File: config.mk
export PLATFORM = sky130hd
export DESIGN_NAME = cache_fill_fsm
export DESIGN_NICKNAME = d
export VERILOG_FILES = /design/src/rtl/cache_fill_fsm.sv
export SDC_FILE = /design/constraint.sdc
export NUM_CORES = 1
export LEC_CHECK = 0
export BUFFER_PORTS_ARGS = -buffer_cell sky130_fd_sc_hd__clkbuf_2
export CORE_ASPECT_RATIO = 1.25
export CORE_UTILIZATION = 41
export CTS_CLUSTER_DIAMETER = 80
export CTS_CLUSTER_SIZE = 28
export DETAILED_ROUTE_END_ITERATION = 10
export GPL_TIMING_DRIVEN = 0
export PLACE_DENSITY = 0.91
export REMOVE_ABC_BUFFERS = 1
export SLEW_MARGIN = 20
export SYNTH_ARGS = -nofsm -noshare
export SYNTH_HDL_FRONTEND = slang
export SYNTH_SLANG_ARGS = --single-unit
File: constraint.sdc
create_clock -name clk -period 2.1 [get_ports clk]
set_input_delay 0.21 -clock clk [delete_from_list [all_inputs] [get_ports clk]]
set_output_delay 0.21 -clock clk [all_outputs]
set_load 0.1 [all_outputs]
File: src/rtl/cache_fill_fsm.sv
// Cache block fill controller.
// On a miss, it requests the eight 16-bit words of the aligned block from the
// memory arbitrator. It then writes each returned word into the data array,
// and writes the tag/valid entry together with the last word.
// Address issue and data return are counted separately, because the memory
// may return words while later addresses are still being requested.
//
// state | meaning
// IDLE  | no fill outstanding; waiting for a miss
// FILL  | issuing block addresses and collecting returned words

module cache_fill_fsm #(
  parameter int BLOCK_WORDS = 8
) (
  input  logic        clk,
  input  logic        rst,
  input  logic        miss_detected,
  input  logic [15:0] miss_address,
  input  logic        service,
  input  logic        data_valid,
  input  logic [15:0] memory_data,
  output logic        fsm_busy,
  output logic        mem_request,
  output logic [15:0] memory_address,
  output logic        write_data_array,
  output logic [2:0]  data_word,
  output logic [15:0] fill_data,
  output logic        write_tag_array
);

  localparam logic [3:0] ISSUE_LIMIT = 4'(BLOCK_WORDS);
  localparam logic [2:0] LAST_WORD   = 3'(BLOCK_WORDS - 1);

  typedef enum logic {IDLE, FILL} state_t;

  state_t      state;
  logic [15:0] base;
  logic [3:0]  issue_cnt;
  logic [2:0]  recv_cnt;

  // Outputs decode directly from the registered state.
  // The write strobes also follow data_valid in the same cycle.
  // The strobes are held off while rst is high, so that a fill aborted by
  // reset can never mark its block valid.
  assign fsm_busy         = (state == FILL);
  assign mem_request      = fsm_busy && (issue_cnt < ISSUE_LIMIT);
  assign memory_address   = base + {12'd0, issue_cnt[2:0], 1'b0};
  assign write_data_array = fsm_busy && data_valid && !rst;
  assign data_word        = recv_cnt;
  assign write_tag_array  = write_data_array && (recv_cnt == LAST_WORD);
  assign fill_data        = memory_data;

  // State, block base and the issue/receive counters.
  always_ff @(posedge clk) begin
    if (rst) begin
      state     <= IDLE;
      base      <= '0;
      issue_cnt <= '0;
      recv_cnt  <= '0;
    end else begin
      case (state)
        IDLE: begin
          if (miss_detected) begin
            base      <= {miss_address[15:4], 4'h0};
            issue_cnt <= '0;
            recv_cnt  <= '0;
            state     <= FILL;
          end
        end
        FILL: begin
          if (mem_request && service) begin
            issue_cnt <= issue_cnt + 4'd1;
          end
          if (data_valid) begin
            recv_cnt <= recv_cnt + 3'd1;
            if (recv_cnt == LAST_WORD) begin
              state <= IDLE;
            end
          end
        end
        default: state <= IDLE;
      endcase
    end
  end

endmodule
==> results of run 1 <==
-- flip-flops by register name, summed over array words and instances, names as in the netlist --
name,cells
base,12
issue_cnt,4
data_word,3
fsm_busy,1
-- through the flow --
stage | power, uW | utilization, % | TNS (ns)
finish | 804.3 | 47.03 | 0
CTS | 817.4 | 46.97 | 0
global route | 848.0 | 47.03 | 0
floorplan | 599.1 | - | -3.113
global placement | 643.8 | 45.94 | 0
detailed placement | 649.0 | 45.94 | 0
-- cells by family after synthesis --
group | after synthesis
buffers and inverters | 26
muxes | 1
and+or+nand+nor | 43
AOI/OAI and AO/OA | 19
other | 1
xor gates and xnor gates | 1
DFF | 20
adders and majority gates | 3
-- per-layer routing --
layer	up-vias	share of wire, %
li1	390	-
met1	362	42
met2	51	44
met3	2	13
met4	0	0.46
met5	-	0
-- cells in the mapped netlist (all sizes together) (2+ instances only) --
cell,number,area share [%]
nand2,25,9.9
buf,23,18
dfxtp,20,42
a21oi,14,7.4
nor2,5,2.0
ha,3,3.9
a32oi,2,1.8
clkbuf,2,0.79
nand3,2,1.1
nand4b,2,1.8
nor2b,2,1.6
nor3,2,1.1
-- critical path, stage by stage, from the launching register on --
cell      delay, ns
dfxtp_2        0.49
nand2_1        0.11
nor2_1         0.12
and2_1         0.14
clkbuf_2       0.45
-- worst max-delay path by stage --
stage                        start               to  cells past startpoint
6_report       fsm_busy$_SDFF_PP0_  write_tag_array                      4
5_1_grt        fsm_busy$_SDFF_PP0_  write_tag_array                      4
4_1_cts        fsm_busy$_SDFF_PP0_  write_tag_array                      4
3_5_place_dp   fsm_busy$_SDFF_PP0_  write_tag_array                      4
3_3_place_gp   fsm_busy$_SDFF_PP0_  write_tag_array                      4
2_1_floorplan  fsm_busy$_SDFF_PP0_  write_tag_array                      3
-- final cells by class --
cell class                      count  area (um^2)
Fill cell                         231         1159
Sequential cell                    20        401.6
Multi-Input combinational cell     68        371.6
Timing Repair Buffer               38        190.2
Tap cell                           31        38.79
Clock buffer                        3        22.52
Inverter                            1        3.754
-- what timing repair did --
item / in CTS / in global routing
gates resized for setup: 0 / 1
setup endpoints to repair: 0 / 1
hold endpoints to repair: 0 / 0
-- power by group --
| group | internal [uW] | leakage [uW] | switching, uW |
|---|---|---|---|
| sequential | 397 | 0.000164 | 13.8 |
| clock | 66.5 | 0.0000138 | 99.0 |
| combinational | 38.5 | 0.000304 | 190 |
| total | 502 | 0.000482 | 303 |
==> impl_metrics.csv, run 1 <==
group,metric,value,unit
global_routing,grt_use_met1,18.07,%
clock_tree,cts_inserted_buffers,3,
cells_and_area,stdcell_area,1028,um^2
clock_tree,cts_hold_buf,0,
synthesis,synth_fa_ha_area_share,3.947,%
sta,finalCritPeriodShare,85.43,%
global_routing,grt_pass1_wl,2987,um
synthesis,ys_seq_area_share,42.11,%
floorplan,coreArea,2187,um^2
sta,setup_slack,0.3060,ns
synthesis,muxShareOfSynthArea,1.053,%
cells_and_area,num-nets-final,172,
sta,rsz0062_at_grt,"false",
clock_tree,h-tree-depth,1,
sta,hold_violations,0,
cells_and_area,layout_commonest_cell,"clkbuf_2",
floorplan,rows,19,
global_routing,track_usage,15.88,%
routing,vias,805,
worst_hold_path,hold_path.class,"primary input to flip-flop",
pwr,cellLeakagePower,0.0004817,uW
routing,drt-initial-drc-count,4,
cells_and_area,diodes,0,
worst_hold_path,min_to,"base[7]$_SDFFE_PP0P_",
routing,routedWlPerCell,12.08,um
critical_path,worstSetupPathType,"flip-flop to primary output",
synthesis,avgSynthCellArea,8.341,um^2
sta,worstMarginPinSlew,0.5534,ns
routing,ant_nets,0,
cells_and_area,syn_to_final_growth,8.158,%
synthesis,synthesis.area,950.9,um^2
cells_and_area,fin_cells,161,
global_routing,first_global_vias,716,
sta,slew_headroom,62.94,%
synthesis,synth_top_family_by_area,"simple AND/OR/NAND/NOR gates",
clock_tree,path_clk_slew,0.10,ns
critical_path,ff2ff_path_depth,3,
routing,dr.pass1.iters,5,
global_routing,grt-ovfl-total,0,
placement,dp_worst_setup_slack,0.4589,ns
critical_path,start_kind,"flip-flop",
synthesis,synth_edf_count,0,
placement,post_dp_cell_area,1005,um^2
synthesis,synth_async_sr_flop_share,0,%
sta,fmax,557.4,MHz
synthesis,synthFlopType,"dfxtp_1",
placement,io_buffers,38,
global_routing,met3_usage,10.39,%
clock_tree,clock_path_buffers,2,
critical_path,crit_arrival,1.58,ns
floorplan,die_x,45.08,um
global_routing,met2_usage,22.98,%
clock_tree,insertion_delay,0.28,ns
floorplan,dieArea,2517,um^2
synthesis,synth_compound_area_share,11.58,%
routing,drc,0,
worst_hold_path,hold_depth,3,
routing,vias_per_cell,5.000,
floorplan,io_pins,76,
placement,dpl.hpwl,1475,um
outcome,status,"complete, no violations",
pwr,vdd_ir_drop_max,0.3768,mV
clock_tree,cts_tree,"yes",
synthesis,yosys_warnings,0,
floorplan,initial_core_util,43.48,%
synthesis,syn-instance-count,114,
sta,clock_skew,0.002894,ns
job,maxCapViolCount,0,
cells_and_area,layout-drive-gt1-share,33.85,%
sta,fin_crit,1.794,ns
cells_and_area,final_cell_mix,"clkbuf_2 (38), nand2_1 (25), dfxtp_1 (19), a21oi_1 (14), nor2_1 (5)",
critical_path,critPathMaxFanout,14,
floorplan,die_height,55.85,um
sta,setup_viol,0,
synthesis,synth-simple-area-share,21.18,%
clock_tree,cts_setup_buffers,0,
critical_path,reg2reg_from,"fsm_busy$_SDFF_PP0_",
clock_tree,cts.sinks,20,
pwr,power.density,782.1,nW/um^2
global_routing,antenna_found_initial,0,
synthesis,ys_ff_latch,20,
routing,drt_wl_total,1945,um
critical_path,endpoint_kind,"primary output",
synthesis,synth_xor_area_share,0.9211,%
placement,dp_cells,158,
synthesis,yosysUniqueCellTypes,26,
critical_path,cp.required,1.89,ns
global_routing,grt_max_degree,22,
sta,holdWs,0.1364,ns
sta,slew_violations,0,
global_routing,grt.busiest_layer,"met2",
worst_hold_path,min-delay-start,"miss_address[7]",
critical_path,rr_endpoint,"issue_cnt[1]$_SDFFE_PP0P_",
critical_path,r2r_slack,0.76,ns
placement,gp_congestion,0.6131,
clock_tree,cts_root_buf,"clkbuf_4",
No activity file was read; power rests on OpenSTA's default activity.
==> run 2, diff against run 1 <==
Settings changed: CORE_UTILIZATION 41 to 43, CTS_BUF_LIST set to sky130_fd_sc_hd__clkbuf_4, PLACE_DENSITY 0.91 to 0.95.
==> run 2 against run 1 <==
  * The flow now finishes with violations (DRC)
  * Global-route usage rose by 1.4 points
  * Worst setup slack got worse by 0.025 ns
  * Sequential cell count did not move
  * Sequential power barely moved
  * Clock-buffer cell count did not move
  * Largest cell class unchanged
  * Sequential share of layout area fell by 0.61 points
  * Largest power group unchanged
  * Clock skew barely moved
==> impl_metrics.csv, run 2 (same netlist as run 1, synthesis figures left out) <==
group,metric,value,unit
critical_path,cp.required,1.89,ns
floorplan,coreArea,2027,um^2
floorplan,rows,18,
cells_and_area,layout-drive-gt1-share,34.35,%
critical_path,crit_arrival,1.61,ns
placement,dp_cells,147,
sta,fin_crit,1.819,ns
critical_path,worstSetupPathType,"flip-flop to primary output",
cells_and_area,diodes,0,
pwr,p_sw,318.6,uW
global_routing,grt_pass1_wl,2973,um
floorplan,dieArea,2405,um^2
cells_and_area,layout_commonest_cell,"clkbuf_2",
floorplan,initial_core_util,46.91,%
routing,routedWlPerCell,13.77,um
critical_path,cp_slowest_cell,"dfxtp_2",
global_routing,grt-ovfl-total,0,
critical_path,crit_path_start,"fsm_busy$_SDFF_PP0_",
routing,drt-initial-drc-count,12,
critical_path,cp-endpoint,"write_tag_array",
sta,slew_violations,0,
critical_path,rr_endpoint,"issue_cnt[1]$_SDFFE_PP0P_",
pwr,cellLeakagePower,0.0004958,uW
pwr,pwr-share-seq,43.4,%
clock_tree,clock_path_buffers,2,
routing,dr.pass1.iters,9,
routing,ant_nets,0,
clock_tree,cts_inserted_buffers,3,
cells_and_area,final_cell_mix,"clkbuf_2 (38), nand2_1 (25), dfxtp_1 (19), a21oi_1 (14), nor2_1 (5)",
sta,rsz0062_at_grt,"false",
clock_tree,cts_hold_buf,0,
critical_path,start_kind,"flip-flop",
cells_and_area,final_core_util,51.54,%
pwr,internal-power,628.0,uW
routing,vias,804,
job,maxCapViolCount,0,
pwr,finalPower,946.6,uW
critical_path,reg2reg_from,"fsm_busy$_SDFF_PP0_",
clock_tree,cts.sinks,20,
placement,gp_congestion,0.7486,
critical_path,max_stage_delay,0.50,ns
global_routing,grt_max_degree,22,
pwr,power.density,906.1,nW/um^2
worst_hold_path,hold_path.class,"primary input to flip-flop",
placement,io_buffers,38,
clock_tree,cts_root_buf,"clkbuf_4",
pwr,vdd_ir_drop_max,0.5123,mV
global_routing,first_global_vias,690,
routing,vias_per_cell,5.325,
sta,setup_slack,0.2812,ns
critical_path,critPathMaxFanout,14,
placement,dpl.hpwl,1609,um
critical_path,ff2ff_path_depth,3,
floorplan,die_height,54.58,um
cells_and_area,fin_cells,151,
routing,drt_wl_total,2079,um
clock_tree,h-tree-depth,1,
clock_tree,cts_setup_buffers,0,
placement,post_dp_cell_area,991.0,um^2
sta,clock_skew,0.002490,ns
clock_tree,cts_tree,"yes",
sta,finalCritPeriodShare,86.61,%
pwr,power_frac_clock,32.5,%
cells_and_area,final.fill_count,197,
sta,setup_viol,0,
floorplan,die_x,44.06,um
critical_path,r2r_slack,0.74,ns
sta,fmax,549.8,MHz
critical_path,endpoint_kind,"primary output",
floorplan,io_pins,76,
global_routing,track_usage,17.23,%
global_routing,antenna_found_initial,0,
outcome,violations,"DRC",
routing,drc,1,
cells_and_area,syn_to_final_growth,9.868,%
outcome,status,"complete, but fails checks",
pwr,combPwrFrac,24.1,%
cells_and_area,regMostFlops,"base",
clock_tree,insertion_delay,0.29,ns
sta,slew_headroom,63.65,%
sta,worstMarginPinSlew,0.5476,ns
cells_and_area,num-nets-final,172,
clock_tree,cts_resized,0,
pwr,switching_share,33.66,%
cells_and_area,stdcell_area,1045,um^2
sta,hold_violations,0,
critical_path,path_cells,"nand2_1, nor2_1, and2_1, clkbuf_2",
placement,dp_worst_setup_slack,0.4510,ns
clock_tree,path_clk_slew,0.11,ns
cells_and_area,largest_reg_flops,12,
[run 2: area by class of cell]
type | instances | area (um^2) | area share [%]
sequential | 20 | 401.6 | 38.44
inverter | 1 | 3.754 | 0.3593
clock buffer | 3 | 22.52 | 2.156
multi-input combinational | 68 | 371.6 | 35.57
tap | 20 | 25.02 | 2.395
clock inverter | 1 | 30.03 | 2.874
timing repair buffer | 38 | 190.2 | 18.20
[run 2: through the flow]
stage          TNS [ns]  hold WS (ns)
2_1_floorplan    -3.113        0.2791
3_3_place_gp          0        0.4207
3_5_place_dp          0        0.4207
4_1_cts               0        0.1099
5_1_grt               0        0.1058
6_report              0        0.1180
[run 2: how the worst min path moves through the flow]
stage,to,slack (ns),depth (start not counted),from
after floorplan,base[10]$_SDFFE_PP0P_,0.28,1,rst
after global placement,fill_data[1],0.42,0,memory_data[1]
after detailed placement,fill_data[1],0.42,0,memory_data[1]
after CTS,base[9]$_SDFFE_PP0P_,0.11,3,miss_address[9]
after global routing,base[11]$_SDFFE_PP0P_,0.11,3,miss_address[11]
final,base[9]$_SDFFE_PP0P_,0.12,3,miss_address[9]
[run 2: power by group through the flow]
stage / clock network, uW / logic, uW / registers (uW)
finish: 307 / 228 / 411
global route: 332 / 241 / 413
CTS: 318 / 229 / 411
detailed placement: 0 / 229 / 420
global placement: 0 / 226 / 418
floorplan: 0 / 57.6 / 541
[run 2: worst max-delay path: cells and delay by family (launching register included)]
family,cells,cell delay (ns)
buffers and inverters,1,0.45
DFF,1,0.50
and+or+nand+nor,3,0.37
[run 2: per-layer routing]
layer	share of wire (%)	routed length [um]	global-route usage, %	vias to the layer above
met5	0	0	7.500	-
met4	1.4	30	5.556	0
met3	11	238	10.89	4
met2	47	975	27.70	52
met1	40	834	17.94	355
li1	-	-	-	393
